File: config.mk
export PLATFORM = sky130hd
export DESIGN_NAME = instr_mem_loader
export DESIGN_NICKNAME = d
export VERILOG_FILES = /design/src/rtl/loader_pkg.sv /design/src/rtl/byte_packer.sv /design/src/rtl/instr_mem_loader.sv
export SDC_FILE = /design/constraint.sdc
export NUM_CORES = 1
export LEC_CHECK = 0
export CORE_MARGIN = 2
export CORE_UTILIZATION = 40
export CTS_CLUSTER_SIZE = 25
export DETAILED_ROUTE_END_ITERATION = 7
export SLEW_MARGIN = 20
export SYNTH_ARGS = -nofsm -noshare
export SYNTH_HDL_FRONTEND = slang
export SYNTH_HIERARCHICAL = 1
export SYNTH_SLANG_ARGS = --single-unit
File: constraint.sdc
create_clock -name clk -period 3.8 [get_ports clk]
set_input_delay 0.76 -clock clk [delete_from_list [all_inputs] [get_ports clk]]
set_output_delay 0.76 -clock clk [all_outputs]
set_load 0.01 [all_outputs]
File: src/rtl/loader_pkg.sv
// Shared types for the instruction-memory loader: FSM encoding and packing width.
package loader_pkg;

    typedef enum logic [2:0] {
        IDLE,
        LEN_HI,
        LEN_LO,
        DATA,
        CHECK,
        DONE,
        ERR
    } ldr_state_t;

    localparam int BYTES_PER_WORD = 4;

endpackage

File: src/rtl/byte_packer.sv
// Packs a byte stream MSB-first into 32-bit words and keeps a running XOR of every byte.
// word_valid pulses for one cycle after the last byte of a word; word holds that word then.
module byte_packer
    import loader_pkg::*;
(
    input  logic        clk,
    input  logic        rst,
    input  logic        clear,
    input  logic        shift_en,
    input  logic [7:0]  byte_in,
    output logic [31:0] word,
    output logic        word_last,
    output logic        word_valid,
    output logic [7:0]  xor_acc
);

    localparam logic [1:0] LAST_IDX = 2'(BYTES_PER_WORD - 1);

    logic [1:0] idx;

    assign word_last = (idx == LAST_IDX);

    always_ff @(posedge clk) begin
        if (!rst) begin
            word       <= '0;
            idx        <= '0;
            word_valid <= 1'b0;
            xor_acc    <= '0;
        end else begin
            word_valid <= 1'b0;
            if (clear) begin
                word    <= '0;
                idx     <= '0;
                xor_acc <= '0;
            end else if (shift_en) begin
                word       <= {word[23:0], byte_in};
                xor_acc    <= xor_acc ^ byte_in;
                idx        <= idx + 2'd1;
                word_valid <= word_last;
            end
        end
    end

endmodule

File: src/rtl/instr_mem_loader.sv
// Loads a length-prefixed, XOR-checksummed byte stream into instruction memory and
// releases the core's reset only after a clean image has been written.
module instr_mem_loader
    import loader_pkg::*;
#(
    parameter int DEPTH_WORDS = 256,
    parameter int CNT_W       = 16
) (
    input  logic             clk,
    input  logic             rst,
    input  logic             start,
    input  logic [7:0]       byte_in,
    input  logic             byte_valid,
    output logic             byte_ready,
    output logic             mem_we,
    output logic [31:0]      mem_addr,
    output logic [31:0]      mem_wdata,
    output logic [CNT_W-1:0] words_done,
    output logic             busy,
    output logic             done,
    output logic             err,
    output logic             core_rst,
    output logic [2:0]       state_dbg
);

    // Valid/ready: a byte moves on a rising edge where byte_valid && byte_ready;
    // byte_ready is a pure function of state and never looks at byte_valid.

    localparam logic [CNT_W-1:0] DEPTH_CNT = CNT_W'(DEPTH_WORDS);

    ldr_state_t       state;
    ldr_state_t       state_next;
    logic [7:0]       len_hi_q;
    logic [CNT_W-1:0] n_q;
    logic [CNT_W-1:0] n_next;
    logic [CNT_W-1:0] words_rcvd;
    logic [31:0]      mem_addr_q;
    logic             xfer;
    logic             launch;
    logic             shift_en;
    logic             word_last;
    logic             word_valid;
    logic [31:0]      packed_word;
    logic [7:0]       xor_acc;
    logic             last_word;

    assign xfer      = byte_valid & byte_ready;
    assign launch    = start & ~busy;
    assign shift_en  = xfer & (state == DATA);
    assign n_next    = CNT_W'({len_hi_q, byte_in});
    assign last_word = (words_rcvd == n_q - CNT_W'(1));

    byte_packer u_packer (
        .clk        (clk),
        .rst        (rst),
        .clear      (launch),
        .shift_en   (shift_en),
        .byte_in    (byte_in),
        .word       (packed_word),
        .word_last  (word_last),
        .word_valid (word_valid),
        .xor_acc    (xor_acc)
    );

    always_ff @(posedge clk) begin
        if (!rst) begin
            state <= IDLE;
        end else begin
            state <= state_next;
        end
    end

    always_comb begin
        state_next = state;
        unique case (state)
            IDLE, DONE, ERR: begin
                if (start) state_next = LEN_HI;
            end
            LEN_HI: begin
                if (xfer) state_next = LEN_LO;
            end
            LEN_LO: begin
                if (xfer) begin
                    if (n_next > DEPTH_CNT)  state_next = ERR;
                    else if (n_next == '0)   state_next = CHECK;
                    else                     state_next = DATA;
                end
            end
            DATA: begin
                if (xfer && word_last && last_word) state_next = CHECK;
            end
            CHECK: begin
                if (xfer) state_next = (byte_in == xor_acc) ? DONE : ERR;
            end
            default: state_next = IDLE;
        endcase
    end

    always_comb begin
        byte_ready = 1'b0;
        busy       = 1'b0;
        done       = 1'b0;
        err        = 1'b0;
        core_rst   = 1'b0;
        unique case (state)
            LEN_HI, LEN_LO, DATA, CHECK: begin
                byte_ready = 1'b1;
                busy       = 1'b1;
            end
            DONE: begin
                done     = 1'b1;
                core_rst = 1'b1;
            end
            ERR:     err = 1'b1;
            default: ;
        endcase
    end

    // The write address is captured when a word completes, so it stays put after the pulse
    // even though words_done moves on.
    always_ff @(posedge clk) begin
        if (!rst) begin
            len_hi_q   <= '0;
            n_q        <= '0;
            words_rcvd <= '0;
            words_done <= '0;
            mem_addr_q <= '0;
        end else begin
            if (launch) begin
                words_rcvd <= '0;
                words_done <= '0;
            end else begin
                if (xfer && state == LEN_HI) len_hi_q <= byte_in;
                if (xfer && state == LEN_LO) n_q <= n_next;
                if (shift_en && word_last) begin
                    words_rcvd <= words_rcvd + CNT_W'(1);
                    mem_addr_q <= 32'({words_rcvd, 2'b00});
                end
                if (word_valid) words_done <= words_done + CNT_W'(1);
            end
        end
    end

    assign mem_we    = word_valid;
    assign mem_wdata = packed_word;
    assign mem_addr  = mem_addr_q;
    assign state_dbg = state;

endmodule

==> impl_results.md, run 1 <==
* Count of buffers from port buffering at 84
* CTS tree: yes
* Hold crit path type: register to register
* Post-route DRC at 0
* Row cnt at 43
* HP Start: mem_addr[13]$_SDFFE_PN0P_
* Largest net degree at the start of global routing at 45
* RePlAce Congestion at 0.845
* Setup bufs post-CTS at 0
* Setup Skew at 0.00550 ns
* RSZ-0062 raised after global routing: no
* First-pass GRT wire length at 21,100 um
* Worst hold slack at 0.459 ns
* Die area at 15,300 sq um
* Cell count after synthesis at 634
* Pins Over Slew Limit at 0
* Gr ovfl total at 0
* Most frequent cells in the layout: 118 x dfxtp_1, 87 x nand2_1, 84 x clkdlybuf4s50_1
* Number of fill cells in the layout at 1,283
* Clock root cell: clkbuf_16
* Status: finished, final reports clean
* PD cells at 506 nW/um^2
* Post-synth EDFFs at 0
* Share of synthesized area occupied by flip-flops and latches at 41.2%
* Synth Flop Type: dfxtp_1
* Reg clk slew, reported paths at 0.05 ns
* Nets@finish at 723
* Unique cell type count in the Yosys netlist at 60
* Hold path endpoint: mem_addr[13]$_SDFFE_PN0P_
* Total core area at 13,900 sq um
* FF+latch area at 2360 sq um
* DRT antenna net count at 0
* Hold Violations, Final at 0
* Total CTS buffers at 17
* Clock Sinks at 118
* Max cap viols at 0
* Worst r2r src: n_q[0]$_SDFFE_PN0P_
* Final Critical Period at 3.05 ns
* Startpoint Class: register
* Setup crit end kind: output pin
* Hold depth at 2
* Gr usage total at 17.9%
* Total wire length at 12,800 um
* Reg-to-reg endpoint: state_dbg[2]$_SDFFE_PN0P_
* Wirelength per Cell at 14.2 um
* Starting Density at 41.1%
* Setup ws final at 0.752 ns
* Avg Cell Area, Syn at 9.03 sq um
* Setup WS pre-CTS at 0.673 ns
* Area of the multi-input gates at 3010 sq um
* Most common cell after layout, fill and taps aside: dfxtp_1
* Area grow syn2layout at 24.5%
* Synth warnings at 6
* Die H at 124 um
* Worst endpoint required time at 3.04 ns
* Num ports at 101
* Post-synth ARST share at 0%
* Share of cells above drive strength 1 at 8.33%
* Area of the mapped netlist at 5730 sq um
* Setup TNS Final at 0 ns
* Max_slew headroom at 56.7%
* Cell leakage power at 2.43 nW
* CTS Hold Buffers Added at 0
* Reg2Reg Depth at 8
* Die Wd at 124 um
* Cts repair resizes at 0
* Clk_lat worst skew at 0.42 ns
* Worst slew pin tran at 0.644 ns
* Peak supply drop at 0.000309 V
* Initial antenna violation count at 0
* Hpwl dp at 9020 um
* Vias in the first global route at 4,268
* Pwr Total at 3.61 mW
* Yosys reg bits at 118
* Fin crit share at 80.2%
* Via Count at 4,486
* Worst R2R Setup Slack at 1.16 ns
* Vias/cell at 4.98
* Antenna Diode Count at 0
* Initial DRC count at 259
* Worst EP arrival at 2.29 ns
* Drt first pass iters at 4
* CTS H-Tree Depth at 4
* FMAX at 328 MHz
* Critical setup path kind: register to output pin
* Final setup violation count at 0
* Clock buffer depth at 2
* CP Max Fanout at 12
[layer usage]
layer / track usage, % / routed length [um] / up-vias
li1: - / - / 2276
met1: 22.1 / 5910 / 2081
met2: 27.9 / 5840 / 120
met3: 7.14 / 876 / 9
met4: 6.75 / 160 / 0
met5: 0 / 0 / -
[sequential cells by signal, indices dropped and copies added (netlist names)]
signal and flops:
u_packer/word 32, mem_addr 16, n_q 16, words_done 16
words_rcvd 16, len_hi_q 8, u_packer/xor_acc 8, state_dbg 3
u_packer/idx 2, u_packer/word_valid 1
[cells in the mapped netlist, types with 9 or more instances]
| library cell | n | share of area [%] |
|---|---|---|
| a21boi_0 | 33 | 4.3 |
| a21oi_1 | 10 | 0.87 |
| buf_4 | 19 | 2.5 |
| buf_6 | 9 | 1.8 |
| clkbuf_1 | 14 | 0.92 |
| dfxtp_1 | 118 | 41 |
| mux2i_1 | 46 | 8.0 |
| nand2_1 | 87 | 5.7 |
| nand3_1 | 13 | 1.1 |
| nand3b_1 | 10 | 1.3 |
| nand4_1 | 9 | 0.98 |
| nor2_1 | 81 | 5.3 |
| nor2b_1 | 12 | 1.3 |
| xnor2_1 | 22 | 3.4 |
| xor2_1 | 30 | 4.6 |
[cell families (layout without fill, tap and decap cells)]
family	Yosys count	after routing	synth area share, %
muxes	46	46	8.04
other	1	16	0.0655
and+or+nand+nor	269	269	23.4
xor gates and xnor gates	52	52	7.95
DFF	118	118	41.2
adders and majority gates	4	4	0.874
AOI/OAI and AO/OA	85	85	11.3
buffers and inverters	59	130	7.14
[worst max-delay path, cell delays in order (launching register included)]
cell	delay (ns)
dfxtp_1	0.55
nor2_1	0.16
xnor2_1	0.49
clkdlybuf4s50_1	0.67
[per-stage QoR]
| step | std cells | utilization [%] | cell area [sq um] |
|---|---|---|---|
| 2_1_floorplan | 649 | - | 5780 |
| 6_report | 900 | 51.2 | 7130 |
| 5_1_grt | 900 | 51.2 | 7130 |
| 3_3_place_gp | 868 | 46.8 | 6520 |
| 3_5_place_dp | 868 | 46.8 | 6520 |
| 4_1_cts | 900 | 51.2 | 7130 |
[power breakdown]
group / leakage (nW) / switching, mW / total, mW / internal (mW)
Combinational: 1.18 / 0.356 / 0.623 / 0.267
Sequential: 0.952 / 0.0659 / 1.34 / 1.28
Clock: 0.296 / 0.544 / 1.64 / 1.10
[layout make-up]
cell class / count / share of cell area (%)
tap: 180 / 3.16
timing repair buffer: 90 / 12.4
clock inverter: 8 / 1.68
inverter: 8 / 0.421
sequential: 118 / 33.1
clock buffer: 24 / 6.90
multi-input combinational: 472 / 42.3
[worst max path at each step]
stage | depth (start not counted) | slack [ns] | endpoint | start
6_report | 3 | 0.75 | byte_ready | state_dbg[1]$_SDFFE_PN0P_
5_1_grt | 3 | 0.61 | byte_ready | state_dbg[0]$_SDFFE_PN0P_
4_1_cts | 3 | 0.74 | byte_ready | state_dbg[0]$_SDFFE_PN0P_
3_5_place_dp | 7 | 0.67 | state_dbg[0]$_SDFFE_PN0P_ | byte_valid
3_3_place_gp | 7 | 0.78 | state_dbg[0]$_SDFFE_PN0P_ | byte_valid
2_1_floorplan | 6 | 1.47 | state_dbg[0]$_SDFFE_PN0P_ | byte_valid
No activity file was read; power rests on OpenSTA's default activity.
==> run 2: changes to the inputs <==
clock period = 3 ns   (was 3.8 ns; I/O delays follow)
==> run 2 against run 1 <==
Against the previous run: design area grew 0.16%; first-iteration DRC count up 13%; setup slack got worse by 0.52 ns; critical path type unchanged; critical endpoint is now done; highest routed layer unchanged.
==> impl_results.md, run 2 (synthesis gave the netlist of run 1 again) <==
* Setup TNS Final at 0 ns
* Clk_lat worst skew at 0.42 ns
* FF+latch area at 2360 sq um
* Die Wd at 124 um
* Nets@finish at 723
* Die area at 15,300 sq um
* Area of the multi-input gates at 3020 sq um
* Clock buffer depth at 2
* CTS tree: yes
* Non-Filler Instances at 900
* Met2 WL post-DR at 6040 um
* Pins Over Slew Limit at 0
* Worst endpoint required time at 2.40 ns
* Status: finished, final reports clean
* Final Critical Period at 2.77 ns
* Total wire length at 13,100 um
* Row cnt at 43
* Clock Sinks at 118
* Critical setup path kind: register to output pin
* Drt first pass iters at 4
* Hold Violations, Final at 0
* Gr ovfl total at 0
* Max_slew headroom at 52.4%
* Area grow syn2layout at 24.7%
* Dpl cells at 868
* Reg clk slew, reported paths at 0.06 ns
* Worst R2R Setup Slack at 0.44 ns
* CTS H-Tree Depth at 4
* Share of cells above drive strength 1 at 8.89%
* Die H at 124 um
* Cell leakage power at 2.42 nW
* Final setup violation count at 0
* Largest net degree at the start of global routing at 52
* Setup Skew at 0.00512 ns
* Post-route DRC at 0
* Max reg flops at 32
* Setup bufs post-CTS at 0
* Startpoint Class: register
* Worst hold slack at 0.463 ns
* Most common cell after layout, fill and taps aside: dfxtp_1
* Reg-to-reg endpoint: state_dbg[0]$_SDFFE_PN0P_
* FMAX at 361 MHz
* Count of buffers from port buffering at 84
* Total core area at 13,900 sq um
* Clock root cell: clkbuf_16
* Initial DRC count at 293
* Hold crit path type: register to register
* Setup crit end kind: output pin
* Most frequent cells in the layout: 118 x dfxtp_1, 87 x nand2_1, 84 x clkdlybuf4s50_1
* RePlAce Congestion at 0.852
* Num ports at 101
* First-pass GRT wire length at 21,700 um
* Initial antenna violation count at 0
* Vias in the first global route at 4,393
* Worst r2r src: n_q[0]$_SDFFE_PN0P_
* Hpwl dp at 9210 um
* Worst slew pin tran at 0.715 ns
* Total CTS buffers at 17
* Peak supply drop at 0.000395 V
* Reg2Reg Depth at 8
* Number of fill cells in the layout at 1,329
* DRT antenna net count at 0
* Wirelength per Cell at 14.6 um
* Biggest register: u_packer/word
* Worst EP arrival at 2.17 ns
* Gr usage total at 18.3%
* DRT met1 WL at 6070 um
* Launch point of the worst path: state_dbg[2]$_SDFFE_PN0P_
* Vias/cell at 5.00
* Top sig layer: met4
* CP Max Fanout at 10
* RSZ-0062 raised after global routing: no
* Fin crit share at 92.4%
* Antenna Diode Count at 0
* Starting Density at 41.1%
* PD cells at 644 nW/um^2
* Via Count at 4,500
* Max cap viols at 0
* Met3 Wirelength at 835 um
* Worst Setup EP: done
==> run 2: worst min path at each step <==
| stage | from | to | slack (ns) | cells past startpoint |
|---|---|---|---|---|
| floorplan | len_hi_q[2]$_SDFFE_PN0P_ | n_q[10]$_SDFFE_PN0P_ | 0.45 | 2 |
| global placement | mem_addr[9]$_SDFFE_PN0P_ | mem_addr[9]$_SDFFE_PN0P_ | 0.45 | 2 |
| detailed placement | mem_addr[10]$_SDFFE_PN0P_ | mem_addr[10]$_SDFFE_PN0P_ | 0.46 | 2 |
| CTS | mem_addr[10]$_SDFFE_PN0P_ | mem_addr[10]$_SDFFE_PN0P_ | 0.47 | 2 |
| global route | mem_addr[5]$_SDFFE_PN0P_ | mem_addr[5]$_SDFFE_PN0P_ | 0.49 | 2 |
| finish | mem_addr[10]$_SDFFE_PN0P_ | mem_addr[10]$_SDFFE_PN0P_ | 0.46 | 2 |
==> run 2: what timing repair did <==
action | in CTS | in global routing
hold buffers | 0 | 0
setup endpoints to repair | 0 | 2
gates resized for setup | 0 | 1
==> run 2: per-stage QoR <==
step | util, % | setup slack (ns) | cell area, sq um | total power [mW]
after CTS | 51.2 | 0.0548 | 7130 | 4.64
after global routing | 51.2 | 0.00113 | 7140 | 4.80
final | 51.2 | 0.228 | 7140 | 4.60
after floorplan | - | 0.700 | 5780 | 2.37
after detailed placement | 46.8 | 0.0374 | 6520 | 2.53
after global placement | 46.8 | 0.137 | 6520 | 2.51
==> run 2: area by class of cell <==
class	count	area share (%)
Multi-Input combinational cell	472	42.3
Sequential cell	118	33.1
Timing Repair Buffer	90	12.4
Clock buffer	18	6.15
Tap cell	180	3.15
Clock inverter	14	2.47
Inverter	8	0.421
==> run 2: power breakdown <==
part / total, mW / internal, mW / switching (mW)
Sequential: 1.71 / 1.62 / 0.0878
Clock: 2.09 / 1.33 / 0.759
Combinational: 0.802 / 0.345 / 0.458
Total: 4.60 / 3.29 / 1.31
==> run 2: critical path, stage by stage, from the launching register on <==
cell and delay, ns:
dfxtp_1 0.58, inv_1 0.22, nor3b_1 0.35, clkdlybuf4s50_1 0.60
==> run 2: layer usage <==
layer | GRT usage [%] | vias up
li1 | - | 2267
met2 | 29.3 | 106
met3 | 7.14 | 17
met1 | 22.2 | 2110
met5 | 0 | -
met4 | 6.75 | 0
==> run 3: changes to the inputs <==
SLEW_MARGIN = not set   (was 20)
==> results of run 3 <==
No change in the layout: final DEF, timing and power equal those of run 2.
